## src/rtl/econ_v0_encoder.sv

```systemverilog
// ECON front-end encoder: 48 inputs -> 3 latents.
// Each latent is ReLU(floor(mean of a 16-element group)).
module econ_v0_encoder #(
  parameter int W     = 18,
  parameter int N_IN  = 48,
  parameter int N_OUT = 3
) (
  input  logic                  clk,
  input  logic                  rst,
  input  logic [N_IN*W-1:0]     input_48_rsc_dat,
  input  logic                  input_48_rsc_vld,
  output logic                  input_48_rsc_rdy,
  output logic                  input_48_rsc_triosy_lz,
  output logic [N_OUT*W-1:0]    layer7_out_rsc_dat,
  output logic                  layer7_out_rsc_vld,
  input  logic                  layer7_out_rsc_rdy,
  output logic                  layer7_out_rsc_triosy_lz,
  output logic [15:0]           const_size_in_1_rsc_dat,
  output logic                  const_size_in_1_rsc_vld,
  output logic                  const_size_in_1_rsc_triosy_lz,
  output logic [15:0]           const_size_out_1_rsc_dat,
  output logic                  const_size_out_1_rsc_vld,
  output logic                  const_size_out_1_rsc_triosy_lz
);

  localparam int G  = N_IN / N_OUT;
  localparam int KW = $clog2(G);
  localparam int AW = W + KW;

  typedef enum logic [1:0] {
    IDLE,
    CALC,
    OUT
  } state_t;

  state_t                r_state;
  state_t                w_state_nxt;

  logic [N_IN*W-1:0]     r_in;
  logic signed [AW-1:0]  r_acc [N_OUT];
  logic [KW-1:0]         r_k;
  logic                  r_rdy;
  logic                  r_vld;
  logic                  r_cvld;
  logic                  r_in_tri;
  logic                  r_out_tri;
  logic [N_OUT*W-1:0]    r_dat;

  logic signed [W-1:0]   w_elem    [N_OUT];
  logic signed [AW-1:0]  w_acc_nxt [N_OUT];
  logic [N_OUT*W-1:0]    w_dat_nxt;
  logic                  w_in_fire;
  logic                  w_out_fire;
  logic                  w_last;

  assign w_in_fire  = (r_state == IDLE) && r_rdy
                    && input_48_rsc_vld;
  assign w_out_fire = (r_state == OUT) && r_vld
                    && layer7_out_rsc_rdy;
  assign w_last     = (r_k == KW'(G - 1));

  // element k of every group is added in the same cycle
  always_comb begin
    w_dat_nxt = '0;
    for (int j = 0; j < N_OUT; j++) begin
      w_elem[j]    = r_in[(j*G + int'(r_k))*W +: W];
      w_acc_nxt[j] = r_acc[j]
                   + {{(AW-W){w_elem[j][W-1]}}, w_elem[j]};
      if (!w_acc_nxt[j][AW-1])
        w_dat_nxt[j*W +: W] = w_acc_nxt[j][AW-1:KW];
    end
  end

  always_comb begin
    w_state_nxt = r_state;
    unique case (r_state)
      IDLE:    if (w_in_fire)  w_state_nxt = CALC;
      CALC:    if (w_last)     w_state_nxt = OUT;
      OUT:     if (w_out_fire) w_state_nxt = IDLE;
      default: w_state_nxt = IDLE;
    endcase
  end

  always_ff @(posedge clk or negedge rst) begin
    if (!rst) begin
      r_state <= IDLE;
      r_rdy   <= 1'b0;
      r_cvld  <= 1'b0;
    end else begin
      r_state <= w_state_nxt;
      r_rdy   <= (w_state_nxt == IDLE);
      r_cvld  <= 1'b1;
    end
  end

  always_ff @(posedge clk or negedge rst) begin
    if (!rst) begin
      r_in <= '0;
      r_k  <= '0;
      for (int j = 0; j < N_OUT; j++)
        r_acc[j] <= '0;
    end else if (w_in_fire) begin
      r_in <= input_48_rsc_dat;
      r_k  <= '0;
      for (int j = 0; j < N_OUT; j++)
        r_acc[j] <= '0;
    end else if (r_state == CALC) begin
      r_k <= r_k + 1'b1;
      for (int j = 0; j < N_OUT; j++)
        r_acc[j] <= w_acc_nxt[j];
    end
  end

  // result is registered off the final add so OUT holds it steady
  always_ff @(posedge clk or negedge rst) begin
    if (!rst) begin
      r_dat <= '0;
      r_vld <= 1'b0;
    end else if ((r_state == CALC) && w_last) begin
      r_dat <= w_dat_nxt;
      r_vld <= 1'b1;
    end else if (w_out_fire) begin
      r_vld <= 1'b0;
    end
  end

  always_ff @(posedge clk or negedge rst) begin
    if (!rst) begin
      r_in_tri  <= 1'b0;
      r_out_tri <= 1'b0;
    end else begin
      r_in_tri  <= w_in_fire;
      r_out_tri <= w_out_fire;
    end
  end

  assign input_48_rsc_rdy               = r_rdy;
  assign input_48_rsc_triosy_lz         = r_in_tri;
  assign layer7_out_rsc_dat             = r_dat;
  assign layer7_out_rsc_vld             = r_vld;
  assign layer7_out_rsc_triosy_lz       = r_out_tri;

  assign const_size_in_1_rsc_dat        = 16'(N_IN);
  assign const_size_in_1_rsc_vld        = r_cvld;
  assign const_size_in_1_rsc_triosy_lz  = r_out_tri;
  assign const_size_out_1_rsc_dat       = 16'(N_OUT);
  assign const_size_out_1_rsc_vld       = r_cvld;
  assign const_size_out_1_rsc_triosy_lz = r_out_tri;

endmodule

```

## config.mk

```make
export PLATFORM = sky130hd
export DESIGN_NAME = econ_v0_encoder
export DESIGN_NICKNAME = d
export VERILOG_FILES = /design/src/rtl/econ_v0_encoder.sv
export SDC_FILE = /design/constraint.sdc
export NUM_CORES = 2
export LEC_CHECK = 0
export CORE_AREA = 2 2 379 381
export CTS_CLUSTER_SIZE = 24
export DETAILED_ROUTE_END_ITERATION = 8
export DIE_AREA = 0 0 381 383
export DONT_BUFFER_PORTS = 1
export HOLD_SLACK_MARGIN = 0.1
export SYNTH_ARGS = -nofsm -noshare
export SYNTH_HDL_FRONTEND = slang
export SYNTH_SLANG_ARGS = --single-unit
```

## constraint.sdc

```tcl
create_clock -name clk -period 11.3 [get_ports clk]
set_input_delay 1.13 -clock clk [delete_from_list [all_inputs] [get_ports clk]]
set_output_delay 1.13 -clock clk [all_outputs]
set_load 0.005 [all_outputs]
```

==> impl.org <==
** Global routing
- Remaining Overflow, GRT :: 0
- Overall fraction of global-route tracks in use :: 21.4%
- Number of antenna violations at the first check in global routing :: 56
- Number of global-route vias before repair :: 33800
- The first global-routing pass estimated 230 mm of wire.
- Entering global routing, the biggest net connects 972 pins.

** Route
- Routed length on met1 :: 62.9 mm
- Final wirelength :: 159 mm
- Dividing the detail-routed via count by the number of cells gives 5.06.
- Once detail routing completed, the nets flagged for antenna violations numbered 0.
- After detailed routing, the number of remaining DRC violations is 0.
- Met3 wire length :: 14.2 mm
- Via count :: 34100
- Pre-Repair DR Iteration Count :: 5
- Uppermost metal layer occupied by signal nets :: met5
- Drt first-iter violations :: 2824
- After detailed routing, the average wire length per cell comes to 23.6 um.
- In the detailed route, the total length drawn on met2 is 75.1 mm.

** Worst setup path
- The worst register-to-register path ends at layer7_out_rsc_dat[14].
- Of all nets on the critical path, the largest fanout is 69.
- The worst setup path is captured at a flip-flop.
- STA classifies the critical path startpoint as a flip-flop.
- CP Class :: reg2reg
- Worst reg2reg path depth :: 13
- The worst register-to-register path has a setup slack of 5.30 ns.
- In this run the critical register-to-register path is launched from r_k[0].
- Signal arrival time at the worst endpoint :: 6.57 ns
- Required @ worst endpoint :: 11.88 ns

** Die
- The initial utilization of the core area, before any placement, comes to 32.7%.
- Die Span Y :: 383 um
- The floorplan has 139 rows.
- Core area :: 142000 um2
- 962 I/O pins were placed.
- Horizontal die dimension :: 381 um
- The die covers 146000 um2.

** Timing
- Setup repair after global routing left no endpoint under its margin.
- Post-route clock period utilization :: 53.1%
- Setup total negative slack :: 0 ns
- Clock skew on the completed layout was measured at 0.0446 ns.
- Max Transition Viols Final :: 0
- Worst slew pin tran :: 1.18 ns
- Final hold viol count :: 0
- Setup violations remaining at the end of the flow were counted as 0.
- The routed design could run at a clock period as short as 6.00 ns.
- Measured against its own limit, the worst slew margin works out to 21.0%.
- FMAX :: 0.167 GHz

** Cells and area
- Leading cell types in the layout, fill and taps excluded :: sky130_fd_sc_hd__nand2_1, sky130_fd_sc_hd__dfrtp_1, sky130_fd_sc_hd__mux4_2, sky130_fd_sc_hd__clkbuf_16, sky130_fd_sc_hd__o21ai_0
- The library cell used most frequently in the layout, excluding fill and tap cells, is sky130_fd_sc_hd__nand2_1.
- Compared with the post-synthesis result, the final layout area differs by 11.9%.
- Once layout is complete, the utilization of the core stands at 36.6%.
- Fraction of layout cells with a size suffix above 1 :: 10.7%
- Final-stage net count :: 5642

** Logic synthesis
- Number of enable-type register cells in the synthesized netlist :: 0
- Area of the mapped netlist :: 46500 um2
- In this run the biggest area consumer among cell types represents 53.4% of the synthesized area.
- By area the synthesized netlist is led by sky130_fd_sc_hd__dfrtp_1, sky130_fd_sc_hd__nand2_1, sky130_fd_sc_hd__mux4_2.
- Synthesis inferred 992 register bits.
- Library cells used by synthesis :: 61
- Yosys printed 0 warnings.
- After technology mapping, the gate count stands at 4857.
- After synthesis, the share of flip-flops with an asynchronous set or reset is 100%.
- Post-synth top flop :: sky130_fd_sc_hd__dfrtp_1
- Sequential elements use 53.4% of the synthesized area.
- Dividing the synthesized area by the synthesized cell count gives 9.57 um2.
- Post-synthesis cell type with the largest combined area :: sky130_fd_sc_hd__dfrtp_1

** Clock tree
- Number of buffers inserted by hold repair at cts :: 1
- Gates resized during post-CTS repair numbered 0.
- H-tree depth :: 3
- In this run the post-CTS setup repair buffer count came out at 0.
- The clock drives 992 sinks.
- Total CTS buffers :: 110
- The clock reaches the later pin of the worst-skew pair after 0.73 ns.
- Clock-pin slew of the registers on the worst-case setup and hold paths :: 0.06 ns
- TritonCTS built the clock tree.
- The tree is rooted in a sky130_fd_sc_hd__clkbuf_16.
- The longest clock path from root to sink contains 3 buffers.

** Pwr
- Power spread over the standard cell area amounts to 359 nW/um2.
- Max VDD drop :: 0.000222 V
- Summed over all cells, the static leakage comes to 25.7 nW.

** Placement
- Buffers on Ports :: 0
- GPL Wtd Cong :: 0.902
- Half-perimeter wire length of the detailed placement result :: 117 mm

** Hold path
- Class of the tightest hold or removal check :: in2async

** Outcome
- The flow ran to the end, and the final reports show no timing, DRC or antenna violations.

** Job
- Max capacitance violation total :: 0
## cell usage after synthesis, types with 4 or more instances
master and instances:
sky130_fd_sc_hd__nand4_1 10, sky130_fd_sc_hd__ha_1 64, sky130_fd_sc_hd__xnor2_1 28, sky130_fd_sc_hd__clkbuf_1 247, sky130_fd_sc_hd__nor3_1 5, sky130_fd_sc_hd__xor2_1 33, sky130_fd_sc_hd__buf_4 39, sky130_fd_sc_hd__o21ai_0 87
sky130_fd_sc_hd__dfrtp_1 992, sky130_fd_sc_hd__a211o_1 4, sky130_fd_sc_hd__buf_1 40, sky130_fd_sc_hd__nand3_1 71, sky130_fd_sc_hd__inv_1 10, sky130_fd_sc_hd__nor2b_1 8, sky130_fd_sc_hd__o21a_1 6, sky130_fd_sc_hd__o31ai_1 37
sky130_fd_sc_hd__and3_1 9, sky130_fd_sc_hd__a21oi_1 41, sky130_fd_sc_hd__a211oi_1 4, sky130_fd_sc_hd__buf_2 6, sky130_fd_sc_hd__a31oi_1 8, sky130_fd_sc_hd__mux4_2 270, sky130_fd_sc_hd__nand2_1 2703, sky130_fd_sc_hd__o31ai_2 9
sky130_fd_sc_hd__o21bai_1 6, sky130_fd_sc_hd__nor2_1 29, sky130_fd_sc_hd__a21o_1 29, sky130_fd_sc_hd__o211ai_1 4
## metrics by stage
stage	worst slack [ns]	total power (W)	std cells	hold WS [ns]	area [um2]
6_report	5.30	0.0187	6732	0.242	52000
5_1_grt	4.78	0.0200	6726	0.183	52000
4_1_cts	5.26	0.0188	6686	0.132	51800
3_5_place_dp	5.26	0.0150	6491	0.456	48000
3_3_place_gp	5.22	0.0148	6491	0.451	48000
2_1_floorplan	6.38	0.0121	4891	0.440	46600
## area by class of cell
cell class	instances	area, um2
Clock buffer	148	3140
Antenna cell	40	100
Multi-Input combinational cell	3556	20400
Sequential cell	992	24800
Timing Repair Buffer	37	493
Tap cell	1903	2380
Inverter	10	45.0
Clock inverter	46	658
Fill cell	14400	90200
## worst max-delay path by stage
stage	startpoint	endpoint	cells after the start
floorplan	r_k[0]	layer7_out_rsc_dat[34]	15
global placement	r_k[0]	r_acc[62]	13
detailed placement	r_k[0]	r_acc[62]	13
CTS	r_k[0]	layer7_out_rsc_dat[14]	13
global route	r_k[0]	layer7_out_rsc_dat[14]	13
finish	r_k[0]	layer7_out_rsc_dat[14]	13
## critical path, cell delays in order, from the launching register on
cell and delay [ns]:
sky130_fd_sc_hd__dfrtp_4 0.72, sky130_fd_sc_hd__buf_12 0.41, sky130_fd_sc_hd__buf_4 0.59, sky130_fd_sc_hd__mux4_2 0.64, sky130_fd_sc_hd__mux4_2 0.49, sky130_fd_sc_hd__ha_1 0.35
sky130_fd_sc_hd__nor2b_1 0.21, sky130_fd_sc_hd__o2111ai_1 0.17, sky130_fd_sc_hd__a31oi_1 0.33, sky130_fd_sc_hd__o221ai_1 0.26, sky130_fd_sc_hd__o21ai_0 0.56, sky130_fd_sc_hd__mux2i_1 0.14
sky130_fd_sc_hd__a2111oi_0 0.57, sky130_fd_sc_hd__o21ai_0 0.18
## registers in the layout, summed over array words and instances (netlist names)
| signal | flops |
|---|---|
| const_size_in_1_rsc_triosy_lz | 1 |
| const_size_in_1_rsc_vld | 1 |
| input_48_rsc_rdy | 1 |
| input_48_rsc_triosy_lz | 1 |
| layer7_out_rsc_dat | 51 |
| layer7_out_rsc_vld | 1 |
| r_acc | 66 |
| r_in | 864 |
| r_k | 4 |
| r_state | 2 |
## cells by family after synthesis
kind of cell / after synthesis / synth area share, %
other cells: 2 / 0.0162
buf+inv: 343 / 3.12
flops: 992 / 53.4
simple gates: 2850 / 23.5
xor+xnor: 64 / 1.28
mux: 271 / 13.1
fa+ha+maj: 67 / 1.85
compound gates: 268 / 3.80
## power breakdown
group / internal (W) / switching, W
Combinational: 0.00350 / 0.00496
Clock: 0.00222 / 0.00154
Sequential: 0.00521 / 0.00127
## routing by layer
layer | vias to the layer above | global-route usage, %
li1 | 15500 | -
met3 | 266 | 6.42
met1 | 16900 | 26.9
met4 | 16 | 10.2
met2 | 1318 | 33.7
met5 | - | 0
Note: power is estimated with default switching activity, not from simulation.
